### src/rtl/debounce_scan_ctrl_pkg.sv
// Shared constants and helpers for the debounce scan controller.
// Event word layout: [EVT_W-1:EVT_CH_LSB] channel index, [EVT_RISE_BIT] edge direction.
package debounce_scan_ctrl_pkg;

  localparam int unsigned EVT_RISE_BIT = 0;
  localparam int unsigned EVT_CH_LSB   = 1;

  // Index width for n items, never below 1 bit.
  function automatic int unsigned chan_w(input int unsigned n);
    return (n <= 2) ? 1 : $clog2(n);
  endfunction

  // Total event word width for a given channel count.
  function automatic int unsigned evt_w(input int unsigned num_ch);
    return EVT_CH_LSB + chan_w(num_ch);
  endfunction

endpackage

### src/rtl/debounce_evt_fifo.sv
// Synchronous event FIFO with full/empty flags.
// A push while full is accepted when a pop happens in the same cycle.
// Ports:
//   clock, reset_n      : clock, async active-low reset
//   push, push_data     : write request and data (ignored when full without pop)
//   pop                 : read request (ignored when empty)
//   head                : data at the FIFO head
//   full, empty         : occupancy flags
module debounce_evt_fifo
  import debounce_scan_ctrl_pkg::*;
#(
  parameter int unsigned W     = 3,
  parameter int unsigned DEPTH = 4
) (
  input  logic         clock,
  input  logic         reset_n,
  input  logic         push,
  input  logic [W-1:0] push_data,
  input  logic         pop,
  output logic [W-1:0] head,
  output logic         full,
  output logic         empty
);

  localparam int unsigned AW = chan_w(DEPTH);
  localparam int unsigned CW = AW + 1;

  logic [W-1:0]  r_mem [DEPTH];
  logic [AW-1:0] r_wr;
  logic [AW-1:0] r_rd;
  logic [CW-1:0] r_cnt;
  logic          w_pop;
  logic          w_push;

  assign full   = (r_cnt == CW'(DEPTH));
  assign empty  = (r_cnt == '0);
  assign head   = r_mem[r_rd];
  assign w_pop  = pop && !empty;
  assign w_push = push && (!full || w_pop);

  // Pointers wrap naturally since DEPTH is a power of two.
  always_ff @(posedge clock or negedge reset_n) begin
    if (!reset_n) begin
      r_wr  <= '0;
      r_rd  <= '0;
      r_cnt <= '0;
      for (int i = 0; i < int'(DEPTH); i++) r_mem[i] <= '0;
    end else begin
      if (w_push) begin
        r_mem[r_wr] <= push_data;
        r_wr        <= r_wr + AW'(1);
      end
      if (w_pop) r_rd <= r_rd + AW'(1);
      case ({w_push, w_pop})
        2'b10:   r_cnt <= r_cnt + CW'(1);
        2'b01:   r_cnt <= r_cnt - CW'(1);
        default: r_cnt <= r_cnt;
      endcase
    end
  end

endmodule

### src/rtl/debounce_scan_ctrl.sv
// Multi-channel debounce controller sharing one counter/compare datapath.
// Channels are served round-robin on a prescaled tick; accepted level changes
// are queued as events toward the host control path.
// Optional macro DEBOUNCE_SCAN_MASK_EN adds a per-channel event mask input.
// Ports:
//   clock, reset_n      : clock, async active-low reset
//   in                  : raw asynchronous inputs
//   mask                : (DEBOUNCE_SCAN_MASK_EN) 1 = suppress events of channel
//   state               : debounced levels
//   evt_valid/evt_ready : event handshake, head = {evt_channel, evt_rise}
//   overflow            : sticky event-dropped flag, cleared by overflow_clr
module debounce_scan_ctrl
  import debounce_scan_ctrl_pkg::*;
#(
  parameter int unsigned NUM_CH     = 4,
  parameter int unsigned MAX_COUNT  = 16,
  parameter int unsigned TICK_DIV   = 1000,
  parameter int unsigned FIFO_DEPTH = 4
) (
  input  logic                      clock,
  input  logic                      reset_n,
  input  logic [NUM_CH-1:0]         in,
`ifdef DEBOUNCE_SCAN_MASK_EN
  input  logic [NUM_CH-1:0]         mask,
`endif
  output logic [NUM_CH-1:0]         state,
  output logic                      evt_valid,
  input  logic                      evt_ready,
  output logic [chan_w(NUM_CH)-1:0] evt_channel,
  output logic                      evt_rise,
  output logic                      overflow,
  input  logic                      overflow_clr
);

  localparam int unsigned CH_W  = chan_w(NUM_CH);
  localparam int unsigned CNT_W = chan_w(MAX_COUNT);
  localparam int unsigned DIV_W = chan_w(TICK_DIV);
  localparam int unsigned EW    = evt_w(NUM_CH);

  logic [NUM_CH-1:0] r_s1;
  logic [NUM_CH-1:0] r_s2;
  logic [NUM_CH-1:0] r_state;
  logic [DIV_W-1:0]  r_div;
  logic [CH_W-1:0]   r_ptr;
  logic [CNT_W-1:0]  r_cnt [NUM_CH];
  logic              r_ovf;

  logic              w_tick;
  logic              w_s_p;
  logic              w_st_p;
  logic [CNT_W-1:0]  w_cnt_p;
  logic              w_accept;
  logic              w_mask_p;
  logic              w_push;
  logic              w_pop;
  logic              w_full;
  logic              w_empty;
  logic [EW-1:0]     w_head;

  assign w_tick   = (r_div == DIV_W'(TICK_DIV - 1));
  assign w_s_p    = r_s2[r_ptr];
  assign w_st_p   = r_state[r_ptr];
  assign w_cnt_p  = r_cnt[r_ptr];
  assign w_accept = w_tick && (w_s_p != w_st_p) && (w_cnt_p == CNT_W'(MAX_COUNT - 1));
`ifdef DEBOUNCE_SCAN_MASK_EN
  assign w_mask_p = mask[r_ptr];
`else
  assign w_mask_p = 1'b0;
`endif
  assign w_push   = w_accept && !w_mask_p;
  assign w_pop    = evt_valid && evt_ready;

  // Two-flop synchronizer per channel.
  always_ff @(posedge clock or negedge reset_n) begin
    if (!reset_n) begin
      r_s1 <= '0;
      r_s2 <= '0;
    end else begin
      r_s1 <= in;
      r_s2 <= r_s1;
    end
  end

  // Sample-tick prescaler and round-robin channel pointer.
  always_ff @(posedge clock or negedge reset_n) begin
    if (!reset_n) begin
      r_div <= '0;
      r_ptr <= '0;
    end else if (w_tick) begin
      r_div <= '0;
      r_ptr <= (r_ptr == CH_W'(NUM_CH - 1)) ? '0 : r_ptr + CH_W'(1);
    end else begin
      r_div <= r_div + DIV_W'(1);
    end
  end

  // Shared debounce datapath: only the served channel's counter/state move.
  always_ff @(posedge clock or negedge reset_n) begin
    if (!reset_n) begin
      r_state <= '0;
      for (int i = 0; i < int'(NUM_CH); i++) r_cnt[i] <= '0;
    end else if (w_tick) begin
      if (w_s_p == w_st_p) begin
        r_cnt[r_ptr] <= '0;
      end else if (w_accept) begin
        r_state[r_ptr] <= w_s_p;
        r_cnt[r_ptr]   <= '0;
      end else begin
        r_cnt[r_ptr] <= w_cnt_p + CNT_W'(1);
      end
    end
  end

  // Sticky overflow; a drop in the same cycle wins over the clear.
  always_ff @(posedge clock or negedge reset_n) begin
    if (!reset_n) begin
      r_ovf <= 1'b0;
    end else if (w_push && w_full && !w_pop) begin
      r_ovf <= 1'b1;
    end else if (overflow_clr) begin
      r_ovf <= 1'b0;
    end
  end

  debounce_evt_fifo #(
    .W     (EW),
    .DEPTH (FIFO_DEPTH)
  ) u_fifo (
    .clock     (clock),
    .reset_n   (reset_n),
    .push      (w_push),
    .push_data ({r_ptr, w_s_p}),
    .pop       (w_pop),
    .head      (w_head),
    .full      (w_full),
    .empty     (w_empty)
  );

  assign state       = r_state;
  assign overflow    = r_ovf;
  assign evt_valid   = !w_empty;
  assign evt_channel = w_head[EW-1:EVT_CH_LSB];
  assign evt_rise    = w_head[EVT_RISE_BIT];

endmodule

### config.mk
export PLATFORM = sky130hd
export DESIGN_NAME = debounce_scan_ctrl
export DESIGN_NICKNAME = d
export VERILOG_FILES = /design/src/rtl/debounce_scan_ctrl_pkg.sv /design/src/rtl/debounce_evt_fifo.sv /design/src/rtl/debounce_scan_ctrl.sv
export SDC_FILE = /design/constraint.sdc
export NUM_CORES = 1
export LEC_CHECK = 0
export CAP_MARGIN = 10
export CORE_ASPECT_RATIO = 1.75
export CORE_UTILIZATION = 55
export DETAILED_ROUTE_END_ITERATION = 8
export GPL_TIMING_DRIVEN = 1
export PLACE_DENSITY = 0.75
export REMOVE_ABC_BUFFERS = 1
export SETUP_SLACK_MARGIN = 0.2
export SLEW_MARGIN = 5
export SYNTH_ARGS = -nofsm -noshare
export SYNTH_HDL_FRONTEND = slang
export SYNTH_SLANG_ARGS = --single-unit
export TNS_END_PERCENT = 100
### constraint.sdc
create_clock -name clock -period 5.5 [get_ports clock]
set_clock_uncertainty 0.05 [all_clocks]
set_input_delay 0.55 -clock clock [delete_from_list [all_inputs] [get_ports clock]]
set_output_delay 0.55 -clock clock [all_outputs]
set_load 0.01 [all_outputs]
; ---- After elaboration in Yosys (flattened, before gate mapping)
; Cells that the tools add are included.
[totals]
in_bits = 8
out_inout_bits = 9
regBits = 60
elab_cells = 89
[classes]
n_addsub = 7
n_eq_ne = 8
n_reduce_logical = 18
mux = 26
n_lt_le_gt_ge = 7
n_bitwise = 6
[op_table]
columns = operator, count
row1 = $mux 16, 2
row2 = $and 16x16->16, 1
row3 = $bwmux 16, 1
row4 = $not 16->16, 1
row5 = $bwmux 12, 1
row6 = $mux 4, 3
row7 = $add 10x1->10 const B, 1
row8 = $eq 10x10->1 const B, 1
row9 = $logic_and 1x1->1, 10
row10 = $mux 10, 1
row11 = $ge 3x3->1 const B, 3
row12 = $mux 3, 3
row13 = $not 2->3, 3
row14 = $bmux 4 s2, 1
row15 = $demux 4 s2, 1
row16 = $add 2x1->2 const B, 3
row17 = $bmux 3 s2, 1
row18 = $demux 3 s2, 1
row19 = $lt 3x1->1 const B, 2
row20 = $pmux 3 s2, 1
row21 = $mux 1, 5
row22 = $add 4x1->4 const B, 1
row23 = $bmux 1 s2, 2
row24 = $bwmux 4, 1
row25 = other kinds (18), 22

; ---- Logic depth before layout (Yosys ltp)
[logic_depth]
ltp_word = 9
mapped_depth = 12
depth_no_buf = 11

; ---- By module
; Synthesis repeated with hierarchy kept, for this count alone.
[hier_totals]
hier_cells = 225
hier_area_um2 = 2892.8
[by_module_without_submodules]
columns = mod, n_inst, area_each_um2, cells_each, seq_area_each_um2
row1 = debounce_scan_ctrl, 1, 1945.6, 156, 1026.0
row2 = debounce_evt_fifo, 1, 947.2, 69, 475.5

; ---- Worst setup path after synthesis
; Ideal clock, no wire load.
[synth_path]
kind = register -> register
from = register r_ptr[0]
to = register u_fifo.r_cnt[2]
path_stages_with_launch = 12
slack_ps = 2765
n_path_buf = 2
required_ps = 5371
setup_ps = 79
period_less_slack_ps = 2735
t_arrival_ps = 2606
cell_sequence = dfrtp_1 > buf_6 > mux4_2 > xnor2_2 > buf_2 > or3_1 > ha_1 > inv_1 > fa_1 > xor2_1 > nor2_1 > xor2_1
[synth_via]
elab_chain_cells = 9
word_cells_on_any_way = 17
classes_between = eq/ne (4) / mux (8) / bitwise (1) / reduce/logical (4)
[synth_lines]
columns = item, line
row1 = from (decl), debounce_scan_ctrl.sv:44  ; logic [CH_W-1:0] r_ptr;
row2 = from (signal assigned), debounce_scan_ctrl.sv:91  ; r_ptr <= (r_ptr == CH_W'(NUM_CH - 1)) ? '0 : r_ptr + CH_W'(1);
row3 = $not 2->3 (not written as such), debounce_scan_ctrl.sv:63  ; assign w_cnt_p = r_cnt[r_ptr];
row4 = $bmux 4 s2, debounce_scan_ctrl.sv:63
row5 = $mux 4 (not written as such) (2 in a row), debounce_scan_ctrl.sv:63
row6 = $eq 4x4->1, debounce_scan_ctrl.sv:64  ; assign w_accept = w_tick && (w_s_p != w_st_p) && (w_cnt_p == CNT_W'(MAX_COUNT - 1));
row7 = $logic_and 1x1->1 *, debounce_scan_ctrl.sv:64
row8 = $logic_and 1x1->1 *, debounce_evt_fifo.sv:39  ; assign w_push = push && (!full || w_pop);
row9 = $eq 2x1->1 or $eq 2x2->1 (tied branches), debounce_evt_fifo.sv:54  ; case ({w_push, w_pop})
row10 = $pmux 3 s2 or $reduce_bool 2->1 (tied branches), -
row11 = to (signal assigned), debounce_evt_fifo.sv:55  ; 2'b10: r_cnt <= r_cnt + CW'(1);
row12 = to (signal assigned), debounce_evt_fifo.sv:56  ; 2'b01: r_cnt <= r_cnt - CW'(1);
row13 = to (signal assigned), debounce_evt_fifo.sv:57  ; default: r_cnt <= r_cnt;
row14 = to (decl), debounce_evt_fifo.sv:31  ; logic [CW-1:0] r_cnt;
; Mark *: on every way between the ends. The rest lies on a longest branch, timed or not. The select of a mux whose other input is x is not followed.
; A chain may end at the register's enable or synchronous reset.

; ---- Worst setup path in the final report
; Ends and elaborated chain as after synthesis.

==> results.sh <==
export IMPL_drive_above_1_share_pct=23.9
export IMPL_grt_pass1_wl_mm=8.68
export IMPL_cts_max_level=3
export IMPL_fin_tns_setup_ns=0
export IMPL_synth_cells=222
export IMPL_synth_common_cells="60 x dfrtp_1, 26 x mux2_2, 17 x nand2_1, 15 x inv_1, 11 x ha_1"
export IMPL_pwr_share_seq_pct=47.7
export IMPL_path_clk_slew_ns=0.07
export IMPL_cts_sinks=60
export IMPL_dpl_cell_area_um2=3050
export IMPL_finalHoldViolCount=0
export IMPL_hold_path_class="in2async"
export IMPL_grt_usage_pct=21.4
export IMPL_clkPwrFrac_pct=42.7
export IMPL_fin_nets=262
export IMPL_setup_ws_ns=2.16
export IMPL_synth_cell_types=36
export IMPL_critPathMaxFanout=15
export IMPL_status="complete, no violations"
export IMPL_peakVddDrop_mv=0.237
export IMPL_yosys_warnings=0
export IMPL_pin_count=17
export IMPL_stdcell_count=301
export IMPL_swShare_pct=24.3
export IMPL_yosysTopAreaCell="dfrtp_1"
export IMPL_worstSetupPathType="reg2reg"
export IMPL_finalCritPeriodShare_pct=60.7
export IMPL_wl_per_cell_um=16.7
export IMPL_netlist_area_um2=2870
export IMPL_start_util_pct=57.6
export IMPL_relSlewSlack_pct=44.7
export IMPL_numPortBuffers=16
export IMPL_maxCapViolCount=0
export IMPL_synth_area_per_cell_um2=12.9
export IMPL_rrSetupSlack_ns=2.16
export IMPL_drc=0
export IMPL_die_h_um=97.5
export IMPL_core_um2=4980
export IMPL_ys_seq_elements=60
export IMPL_arrival_ns=3.56
export IMPL_hold_buffers=0
export IMPL_register_area_um2=1500
export IMPL_powerDensity_nw_per_um2=316
export IMPL_pre_cts_slack_ns=2.18
export IMPL_cts_root_buf="clkbuf_8"
export IMPL_clock_latency_ns=0.35
export IMPL_vias=1749
export IMPL_period_needed_ns=3.34
export IMPL_synth_async_reset_ratio_pct=100
export IMPL_fillers=376
export IMPL_rsz0062_at_grt="no"
export IMPL_viasPerCell=5.81
export IMPL_core_rowCount=34
export IMPL_place_congestion=0.848
export IMPL_grt_overflow=0
export IMPL_slew_violations=0
export IMPL_setup_viol=0
export IMPL_p_leak_nw=1.48
export IMPL_cp_start_kind="flop"
export IMPL_p_int_uw=783
export IMPL_cp_end_kind="flop"
export IMPL_die_w_um=56.6
export IMPL_comb_power_share_pct=9.6
export IMPL_area_growth_synth_to_final_pct=14.2
export IMPL_multi_input_area_um2=1260
export IMPL_postCtsSetupBuffers=0
export IMPL_synth_seq_area_share_pct=52.4
export IMPL_synth_edf_count=0
export IMPL_ctsResizeCount=0
export IMPL_max_freq_mhz=300
export IMPL_synthTopCellsByArea="dfrtp_1 52%, mux2_2 10%, mux4_2 7.1%, ha_1 4.8%, xor2_1 2.8%"
export IMPL_diodes=0
export IMPL_first_pass_iters=4
export IMPL_tightest_slew_ns=0.823
export IMPL_synthFlopType="dfrtp_1"
export IMPL_cts_tree="done"
export IMPL_grt_max_degree=61
export IMPL_die_area_um2=5510
export IMPL_numCtsBuffers=9
export IMPL_antenna_found_initial=0
export IMPL_p_sw_uw=251
export IMPL_ant_nets=0
export IMPL_netlist_area_leader_share_pct=52.4
export IMPL_grt_pass1_vias=1858
export IMPL_cp_required_ns=5.72
export IMPL_dp_hpwl_mm=3.56
export IMPL_place_inst=285
export IMPL_synthMostInstantiatedCell="dfrtp_1"
export IMPL_drt_iter0_drc=53
export IMPL_fin_area_um2=3270
export IMPL_wl_mm=5.03
export IMPL_cts_buffer_depth=2
[worst max-delay path, cell delays in order (launching register included)]
cell	delay, ns
dfrtp_1	0.71
mux4_2	0.70
xnor2_2	0.57
or3_1	0.20
ha_1	0.18
inv_1	0.06
fa_1	0.37
xor2_1	0.15
nor2_1	0.12
xor2_1	0.15
[power groups by stage]
stage	combinational [mW]	sequential [mW]	clock (mW)
3_3_place_gp	0.0961	0.502	0
3_5_place_dp	0.101	0.501	0
5_1_grt	0.114	0.498	0.469
6_report	0.0993	0.493	0.441
2_1_floorplan	0.0681	0.494	0
4_1_cts	0.101	0.493	0.453
[cells in the final DEF (no fill, tap or decap), types with 2 or more instances in the layout]
cell type,netlist,final
nor2b_1,2,2
nor4_1,8,8
a211oi_1,2,2
mux4_2,9,9
xor2_1,9,9
clkbuf_8,0,10
and3_1,4,4
dfrtp_1,60,60
xnor2_1,5,5
bufinv_16,0,2
clkinv_2,0,2
mux2_4,3,3
ha_1,11,11
o21ai_0,4,4
and2_1,2,2
clkdlybuf4s50_1,0,15
mux2_2,26,26
or3_1,3,3
nand4_1,6,6
o31ai_1,4,4
inv_1,15,15
nand3_1,4,4
nor2_1,7,7
and4_1,2,2
nand2_1,17,17
[final timing paths]
check / startpoint / endpoint / cells after the start
setup / recovery: r_ptr[0]$_DFFE_PN0N_ / u_fifo.r_cnt[2]$_DFFE_PN0P_ / 9
max in group asynchronous: reset_n / r_cnt[12]$_DFFE_PN0P_ / 2
hold reg to reg: r_s1[0]$_DFF_PN0_ / r_s2[0]$_DFF_PN0_ / 0
hold / removal: reset_n / u_fifo.r_cnt[0]$_DFFE_PN0P_ / 2
min in group clock: r_s1[0]$_DFF_PN0_ / r_s2[0]$_DFF_PN0_ / 0
setup reg to reg: r_ptr[0]$_DFFE_PN0N_ / u_fifo.r_cnt[2]$_DFFE_PN0P_ / 9
[per-layer routing]
layer  global-route usage, %  vias to the layer above  part of all wire [%]
li1                        -                      830                     -
met1                    23.7                      873                    39
met2                    35.8                       29                    54
met3                    6.39                       17                   3.1
met4                    11.6                        0                   3.6
met5                       0                        -                     0
[sequential cells by signal, summed over array words and instances (netlist names)]
register,count
r_cnt,16
r_div,10
state,4
u_fifo.r_cnt,3
u_fifo.r_mem,12
r_ptr,2
u_fifo.r_wr,2
r_s1,4
u_fifo.r_rd,2
overflow,1
r_s2,4
[stage by stage]
step	power (mW)	hold slack, ns	util [%]
2_1_floorplan	0.562	0.204	-
3_5_place_dp	0.602	0.285	61.3
6_report	1.03	0.289	65.8
5_1_grt	1.08	0.308	65.8
4_1_cts	1.05	0.301	65.8
3_3_place_gp	0.598	0.282	61.3
[area by class of cell]
class,count,area share (%)
sequential,60,45.9
inverter,15,1.72
multi-input combinational,139,38.5
timing repair buffer,17,4.97
clock buffer,10,4.20
clock inverter,6,2.64
tap,54,2.06
[cell families (layout without fill, tap and decap cells)]
kind of cell               count (synthesis)  count (layout)  share of synthesized area [%]
and+or+nand+nor                           59              59                           11.3
adders and majority gates                 12              12                           5.50
AOI/OAI and AO/OA                         15              15                           3.49
buffers and inverters                     23              48                           3.58
muxes                                     38              38                           18.9
xor gates and xnor gates                  15              15                           4.85
DFF                                       60              60                           52.4
Note: power is estimated with default switching activity, not from simulation.
